**src/rtl/fifo_wr_arbiter.sv**
```systemverilog
// Write-side controller of the async FIFO: round-robin arbitration onto the single write port,
// binary/Gray write pointers, and full/occupancy derived from the synchronized Gray read pointer.
module fifo_wr_arbiter #(
    parameter int ADDR = 4,
    parameter int DATA = 8,
    parameter int NREQ = 4
) (
    input  logic                 wr_clk_i,
    input  logic                 rst_i,
    input  logic [NREQ-1:0]      req_i,
    input  logic [NREQ*DATA-1:0] req_data_i,
    input  logic [ADDR:0]        sync_rd_ptr_i,
    output logic [NREQ-1:0]      gnt_o,
    output logic                 wr_en_o,
    output logic [ADDR-1:0]      wr_addr_o,
    output logic [DATA-1:0]      wr_data_o,
    output logic [ADDR:0]        gr_wr_ptr_o,
    output logic                 full_o,
    output logic [ADDR:0]        wr_level_o
);

    localparam int LW = (NREQ > 1) ? $clog2(NREQ) : 1;

    logic [ADDR:0]   bin_q, bin_d;
    logic [LW-1:0]   last_q;
    logic            wr_en_q;
    logic [ADDR-1:0] wr_addr_q;
    logic [DATA-1:0] wr_data_q;
    logic [ADDR:0]   gray_q;
    logic            full_q, full_d;
    logic [ADDR:0]   level_q, level_d;

    logic            accept;
    logic [LW-1:0]   gnt_idx;
    logic [ADDR:0]   rd_bin;
    logic [ADDR:0]   gray_next;
    int              idx;

    // Search starts just past the last winner so every requester gets a turn.
    always_comb begin
        gnt_o   = '0;
        gnt_idx = '0;
        accept  = 1'b0;
        idx     = 0;
        if (rst_i && !full_q) begin
            for (int k = 1; k <= NREQ; k++) begin
                idx = (int'(last_q) + k) % NREQ;
                if (!accept && req_i[idx]) begin
                    accept       = 1'b1;
                    gnt_o[idx]   = 1'b1;
                    gnt_idx      = LW'(idx);
                end
            end
        end
    end

    always_comb begin
        rd_bin = '0;
        for (int i = 0; i <= ADDR; i++) begin
            rd_bin[i] = ^(sync_rd_ptr_i >> i);
        end
    end

    // Full when the next Gray pointer equals the read pointer with its two MSBs inverted.
    always_comb begin
        bin_d     = bin_q + {{ADDR{1'b0}}, accept};
        gray_next = bin_d ^ (bin_d >> 1);
        full_d    = (gray_next == {~sync_rd_ptr_i[ADDR:ADDR-1], sync_rd_ptr_i[ADDR-2:0]});
        level_d   = bin_d - rd_bin;
    end

    always_ff @(posedge wr_clk_i) begin
        if (!rst_i) begin
            bin_q     <= '0;
            last_q    <= LW'(NREQ - 1);
            wr_en_q   <= 1'b0;
            wr_addr_q <= '0;
            wr_data_q <= '0;
            gray_q    <= '0;
            full_q    <= 1'b0;
            level_q   <= '0;
        end else begin
            bin_q   <= bin_d;
            // Published from the pre-edge pointer so it never leads the memory write.
            gray_q  <= bin_q ^ (bin_q >> 1);
            full_q  <= full_d;
            level_q <= level_d;
            wr_en_q <= accept;
            if (accept) begin
                wr_addr_q <= bin_q[ADDR-1:0];
                wr_data_q <= req_data_i[int'(gnt_idx)*DATA +: DATA];
                last_q    <= gnt_idx;
            end
        end
    end

    assign wr_en_o     = wr_en_q;
    assign wr_addr_o   = wr_addr_q;
    assign wr_data_o   = wr_data_q;
    assign gr_wr_ptr_o = gray_q;
    assign full_o      = full_q;
    assign wr_level_o  = level_q;

endmodule

```
**config.mk**
```make
export PLATFORM = sky130hd
export DESIGN_NAME = fifo_wr_arbiter
export DESIGN_NICKNAME = d
export VERILOG_FILES = /design/src/rtl/fifo_wr_arbiter.sv
export SDC_FILE = /design/constraint.sdc
export NUM_CORES = 1
export LEC_CHECK = 0
export CAP_MARGIN = 30
export CORE_MARGIN = 3
export CORE_UTILIZATION = 41
export DETAILED_ROUTE_END_ITERATION = 10
export HOLD_SLACK_MARGIN = 0.03
export PLACE_DENSITY = 0.87
export SLEW_MARGIN = 20
export SYNTH_ARGS = -nofsm -noshare
export SYNTH_HDL_FRONTEND = slang
export SYNTH_SLANG_ARGS = --single-unit
```
**constraint.sdc**
```tcl
create_clock -name wr_clk_i -period 4 [get_ports wr_clk_i]
set_input_delay 0.8 -clock wr_clk_i [delete_from_list [all_inputs] [get_ports wr_clk_i]]
set_output_delay 0.8 -clock wr_clk_i [all_outputs]
set_load 0.05 [all_outputs]
```
### Word level (Yosys, flattened, before mapping)

Index checks and enable logic that the tools add are counted.

| operators by class | value |
|---|---|
| add/subtract/negate cells | 6 |
| $mul | 0 |
| divide/modulo/power cells | 0 |
| $lt $le $gt $ge | 8 |
| equality and inequality tests | 1 |
| shifts and indexed selects | 1 |
| mux-type cells | 41 |
| bitwise operators | 10 |
| reduce and logical (&&, ||, !) cells | 21 |

Operators with widths:

| operator | count |
|---|---|
| 4-bit two-way mux | 8 |
| 32-bit by 6-bit variable part select with 8-bit output | 1 |
| 5-bit parity | 5 |
| 1-bit two-way mux | 20 |
| 3-bit by 4-bit less-than comparator with 1-bit output (second input constant) | 4 |
| 3-bit by 1-bit greater-or-equal comparator with 1-bit output (second input constant) | 4 |
| 4-bit OR | 3 |
| 2-bit two-way mux | 5 |
| 5-bit by 4-bit bitwise XOR with 5-bit output | 2 |
| 1-bit binary-select mux with 2-bit select | 4 |
| 1-bit demux with 2-bit select | 4 |
| 1-bit logical AND | 8 |
| 2-bit OR reduction | 4 |
| 5-bit by 1-bit adder with 5-bit output | 1 |
| 5-bit equality test | 1 |
| 5-bit subtractor | 1 |
| 2-bit by 1-bit adder with 2-bit output (second input constant) | 2 |
| 2-bit adder (second input constant) | 2 |
| 1-bit bitwise AND (first input constant) | 4 |
| 1-bit zero test | 4 |
| 2-bit inverter | 1 |

| word-level totals | value |
|---|---|
| register bits | 31 |
| bits in latches | 0 |
| RAM bits | 0 |
| memory bits (read-only) | 0 |
| output and inout bits | 28 |
| memories kept | 0 |

### Depth between registers and ports, before layout

| depth | value |
|---|---|
| depth in word-level cells | 23 |
| mapped depth | 18 |

### Least setup slack after synthesis

OpenSTA, ideal clock, no wires.

| timing path | value |
|---|---|
| kind | flip-flop to flip-flop |
| start point | register last_q[0] |
| end point | register level_q[4] (netlist: wr_level_o[4]) |
| arrival time | 4014 ps |
| path slack | -142 ps |
| stages on the path, launching flop included | 18 |
| period minus slack after synthesis | 4142 ps |
| cell sequence | dfxtp_1 buf_6 inv_1 ha_1 buf_6 mux4_2 or2_4 o31a_1 buf_2 buf_6 ha_1 ha_1 xor2_1 ha_1 a21o_1 a21oi_1 xor2_1 nor2_1 |

| between the ends | value |
|---|---|
| cells in the longest elaborated chain, start to end | 20 |

RTL lines:

| element | RTL line | text |
|---|---|---|
| from (decl) | 25 | `logic [LW-1:0] last_q;` |
| from (signal assigned) | 75 | `last_q <= LW'(NREQ - 1);` |
| from (signal assigned) | 92 | `last_q <= gnt_idx;` |
| 2-bit by 1-bit adder with 2-bit output | 47 | `idx = (int'(last_q) + k) % NREQ;` |
| 1-bit binary-select mux with 2-bit select | 48 | `if (!accept && req_i[idx]) begin` |
| 1-bit two-way mux (implied by the code) (2 in series) | 48 |  |
| 1-bit two-way mux | 48 |  |
| 1-bit two-way mux | 45 | `if (rst_i && !full_q) begin` |
| 1-bit zero test | 48 |  |
| 1-bit logical AND | 48 |  |
| 1-bit two-way mux | 48 |  |
| [5 not listed] | -- |  |
| 1-bit zero test | 48 |  |
| 1-bit logical AND | 48 |  |
| 1-bit two-way mux (*) | 48 |  |
| 1-bit two-way mux (*) | 45 |  |
| via accept | 33 | `logic accept;` |
| 5-bit by 1-bit adder with 5-bit output (*) | 66 | `bin_d = bin_q + {{ADDR{1'b0}}, accept};` |
| via bin_d[2] | 24 | `logic [ADDR:0] bin_q, bin_d;` |
| 5-bit subtractor (*) | 69 | `level_d = bin_d - rd_bin;` |
| to (signal assigned) | 87 | `level_q <= level_d;` |
| to (decl) | 31 | `logic [ADDR:0] level_q, level_d;` |

Mark *: on every way through the listed nets, which the timed path passes. The rest lies on a longest branch. The select of a mux whose other input is x is not followed.
A chain may end at the register's enable or synchronous reset.

### Final worst setup path

| timing path | value |
|---|---|
| start point | input port req_i[0] |
| end point | output port gnt_o[0] |

| between the ends | value |
|---|---|
| cells in the longest elaborated chain, start to end | 17 |

RTL lines:

| element | RTL line | text |
|---|---|---|
| from (decl) | 10 | `input logic [NREQ-1:0] req_i,` |
| 1-bit binary-select mux with 2-bit select | 48 |  |
| 1-bit two-way mux (implied by the code) (2 in series) | 48 |  |
| 1-bit two-way mux | 48 |  |
| 1-bit two-way mux | 45 |  |
| 1-bit zero test | 48 |  |
| 1-bit logical AND | 48 |  |
| 1-bit two-way mux | 48 |  |
| 1-bit two-way mux | 45 |  |
| 1-bit zero test | 48 |  |
| 1-bit logical AND | 48 |  |
| 1-bit two-way mux | 48 |  |
| 1-bit two-way mux | 45 |  |
| 1-bit zero test | 48 |  |
| 1-bit logical AND | 48 |  |
| 4-bit two-way mux (*) | 48 |  |
| 4-bit two-way mux (*) | 45 |  |
| to (decl) | 13 | `output logic [NREQ-1:0] gnt_o,` |

Mark *: on every way between the ends. The rest lies on a longest branch, timed or not. The select of a mux whose other input is x is not followed.

==> results.ini <==
[run_status]
outcome=complete, no violations

[floorplan]
die_y_um=76.31
rows=24
start_util_pct=44.41
die_w_um=76.31
dieArea_um2=5823
ios=71
core_area_um2=4564

[yosys]
synthesis.nets=261
async_reset_ff_share_pct=0
synthCells=201
synthFlopType=dfxtp_1
synth_enable_flop_cells=0
ys_warn_count=0
yosysUniqueCellTypes=44
ys_seq_area_share_pct=30.62
avgSynthCellArea_um2=10.08
ys_ff_latch=31
syn-cell-area_um2=2027

[timing]
finalCriticalPeriod_ns=3.824
finalHoldViolCount=0
max_slew_margin_pct=65.23
finalSetupViolations=0
post-route-period-util_pct=95.59
worstMarginPinSlew_ns=0.5175
holdWs_ns=0.4481
drv_slew=0
fmax_mhz=261.5
setup_ws_ns=0.1765
clock_skew_ns=0.007250
rsz0062_at_grt=no

[cells_and_area]
post-route-util_pct=66.91
fin_area_um2=3054
antennaDiodeCount=0
drive_above_1_share_pct=17.99
fin_nets=348
syn_to_final_growth_pct=50.68

[critical_path]
critPathMaxStageDelay_ns=0.47
reg2reg_depth=12
start_kind=primary input
path_max_fanout=6
r2r-end=full_o
crit_buf_inv=4
rrSetupSlack_ns=0.46
critPathKind=in2out
cp_data_required_time_ns=3.20
path_cells=clkdlybuf4s50_1 > buf_4 > mux4_2 > buf_4 > nor2b_4 > a22oi_1 > nor2_1 > a221oi_1 > nor2_1 > buf_12
cpLargestDelayFamily=buffers and inverters
end_kind=primary output
regToRegStartpoint=last_q[0]
cpMaxStageDelayCell=mux4_2
cp.arrival_ns=3.02

[detailed_routing]
drtAntennaViolNets=0
drt-initial-drc-count=144
viasPerCell=5.243
wl_mm=5.185
routedWlPerCell_um=14.65
dr.pass1.iters=5
vias=1856
route.detailed.drc=0

[placed_design]
place.gp.congestion=0.8569
port_buffers=70
pre_cts_slack_ns=-0.07365
hpwl_mm=4.082
placed_cell_area_um2=2953

[clocking]
clock_latency_ns=0.28
clock_sinks=31
clockBufferDepth=2
htreeDepth=2
cts-root-buf=clkbuf_8
cts_post_setup_buffers_inserted=0
clkSlewWorstSetupHoldPaths_ns=0.06
cts_made_buffers=5
cts_tree=built

[job]
drv_cap=0

[global_routing]
track_usage_pct=17.95
grt-ovfl-total=0
grt_pass1_vias=1754
grt_antenna_before_repair=0
top_usage_layer=met2
grt_pass1_wl_mm=8.638
grt_max_degree=21
global_route.usage.met2_pct=30.14
use_met3_pct=4.846
met1_usage_pct=22.31

[hold_path]
hp-start=wr_addr_o[1]
worstHoldPathType=reg2reg
hold_depth=2
min_to=wr_addr_o[1]

[power]
powerDensity_nw_per_um2=746.4
p_leak_uw=0.001224
ir_drop_uv=307.5
total_power_uw=2280

## cell usage in the layout (no fill, tap or decap), types with 3 or more instances in the layout
cell type	netlist	layout
a211oi_1	7	7
a21oi_1	8	8
a221oi_1	4	4
a22oi_1	4	4
and2_1	7	7
and3_1	3	3
buf_12	0	4
buf_4	1	19
clkbuf_8	0	7
clkdlybuf4s50_1	0	66
dfxtp_1	31	29
ha_1	16	15
inv_1	5	5
mux2i_1	15	15
mux4_2	4	4
nand2_1	11	11
nand3b_1	4	4
nor2_1	20	20
o21ai_1	4	4
o221ai_1	4	4
xnor2_1	7	7
xor2_1	10	8
## timing repair
item,CTS,global route
hold buffers,0,0
gates resized for setup,0,1
setup endpoints to repair,0,1
hold endpoints to repair,0,0
## final cells by class
class / instances / area [um2]
fillers: 362 / 1510
multi-input cells: 156 / 1348
repair buffers: 89 / 883.3
flip-flops and latches: 31 / 623.1
clock buffers: 8 / 100.1
well taps: 65 / 81.33
inverters: 5 / 18.77
## per-layer routing
layer  wire (um)  vias up  share of wire (%)
met1        2184      877                 42
met3         311        6                6.0
met2        2630       65                 51
met4          57        0                1.1
li1            -      908                  -
met5           0        -                  0
## worst min-delay path: cells and delay by family, from the launching register on
kind	cells	cell delay (ns)
AO/OA/AOI/OAI	1	0.05
AND/OR/NAND/NOR	1	0.05
flip-flops	1	0.31
## registers in the layout, summed over array words and instances (netlist names)
register / cells
wr_addr_o: 4
wr_en_o: 1
gr_wr_ptr_o: 5
bin_q: 5
last_q: 2
wr_level_o: 5
full_o: 1
wr_data_o: 8
## cells in the mapped netlist (3+ instances only)
cell type	n	area, um2
xnor2_1	7	61.31
and3_1	3	18.77
and2_1	7	43.79
nand3b_1	4	30.03
ha_1	16	200.2
dfxtp_1	31	620.6
nor2_1	20	75.07
clkbuf_1	3	11.26
buf_6	4	45.04
nand2_1	11	41.29
mux4_2	4	90.09
o221ai_1	4	35.03
inv_1	5	18.77
o21ai_1	4	20.02
a221oi_1	4	35.03
xor2_1	10	87.58
mux2i_1	15	150.1
a22oi_1	4	30.03
a211oi_1	7	52.55
a21oi_1	8	40.04
## worst max path at each step
| stage | slack, ns | to | cells past startpoint | start |
|---|---|---|---|---|
| after CTS | 0.20 | full_o | 11 | req_i[3] |
| after floorplan | -0.02 | wr_level_o[4] | 18 | last_q[0] |
| after detailed placement | -0.07 | full_o | 11 | req_i[3] |
| final | 0.18 | gnt_o[0] | 10 | req_i[0] |
| after global routing | 0.05 | gnt_o[0] | 10 | req_i[0] |
| after global placement | 0.07 | wr_level_o[4] | 13 | req_i[3] |
## logic make-up after synthesis
family / share of synthesized area (%)
compound gates: 19.51
xor+xnor: 7.346
fa+ha+maj: 10.86
buf+inv: 4.321
flops: 30.62
mux: 11.85
simple gates: 15.49
## power by group
part           total [uW]  internal [uW]  leakage (uW)  switching [uW]
Sequential            442            401      0.000256            40.8
Combinational        1570            669      0.000916             901
Clock                 269            157     0.0000515             112
## metrics by stage
| stage | setup TNS, ns | cells |
|---|---|---|
| 3_3_place_gp | 0 | 346 |
| 4_1_cts | 0 | 354 |
| 3_5_place_dp | -0.08556 | 346 |
| 5_1_grt | 0 | 354 |
| 2_1_floorplan | -0.02203 | 201 |
| 6_report | 0 | 354 |
Note: power is estimated with default switching activity, not from simulation.
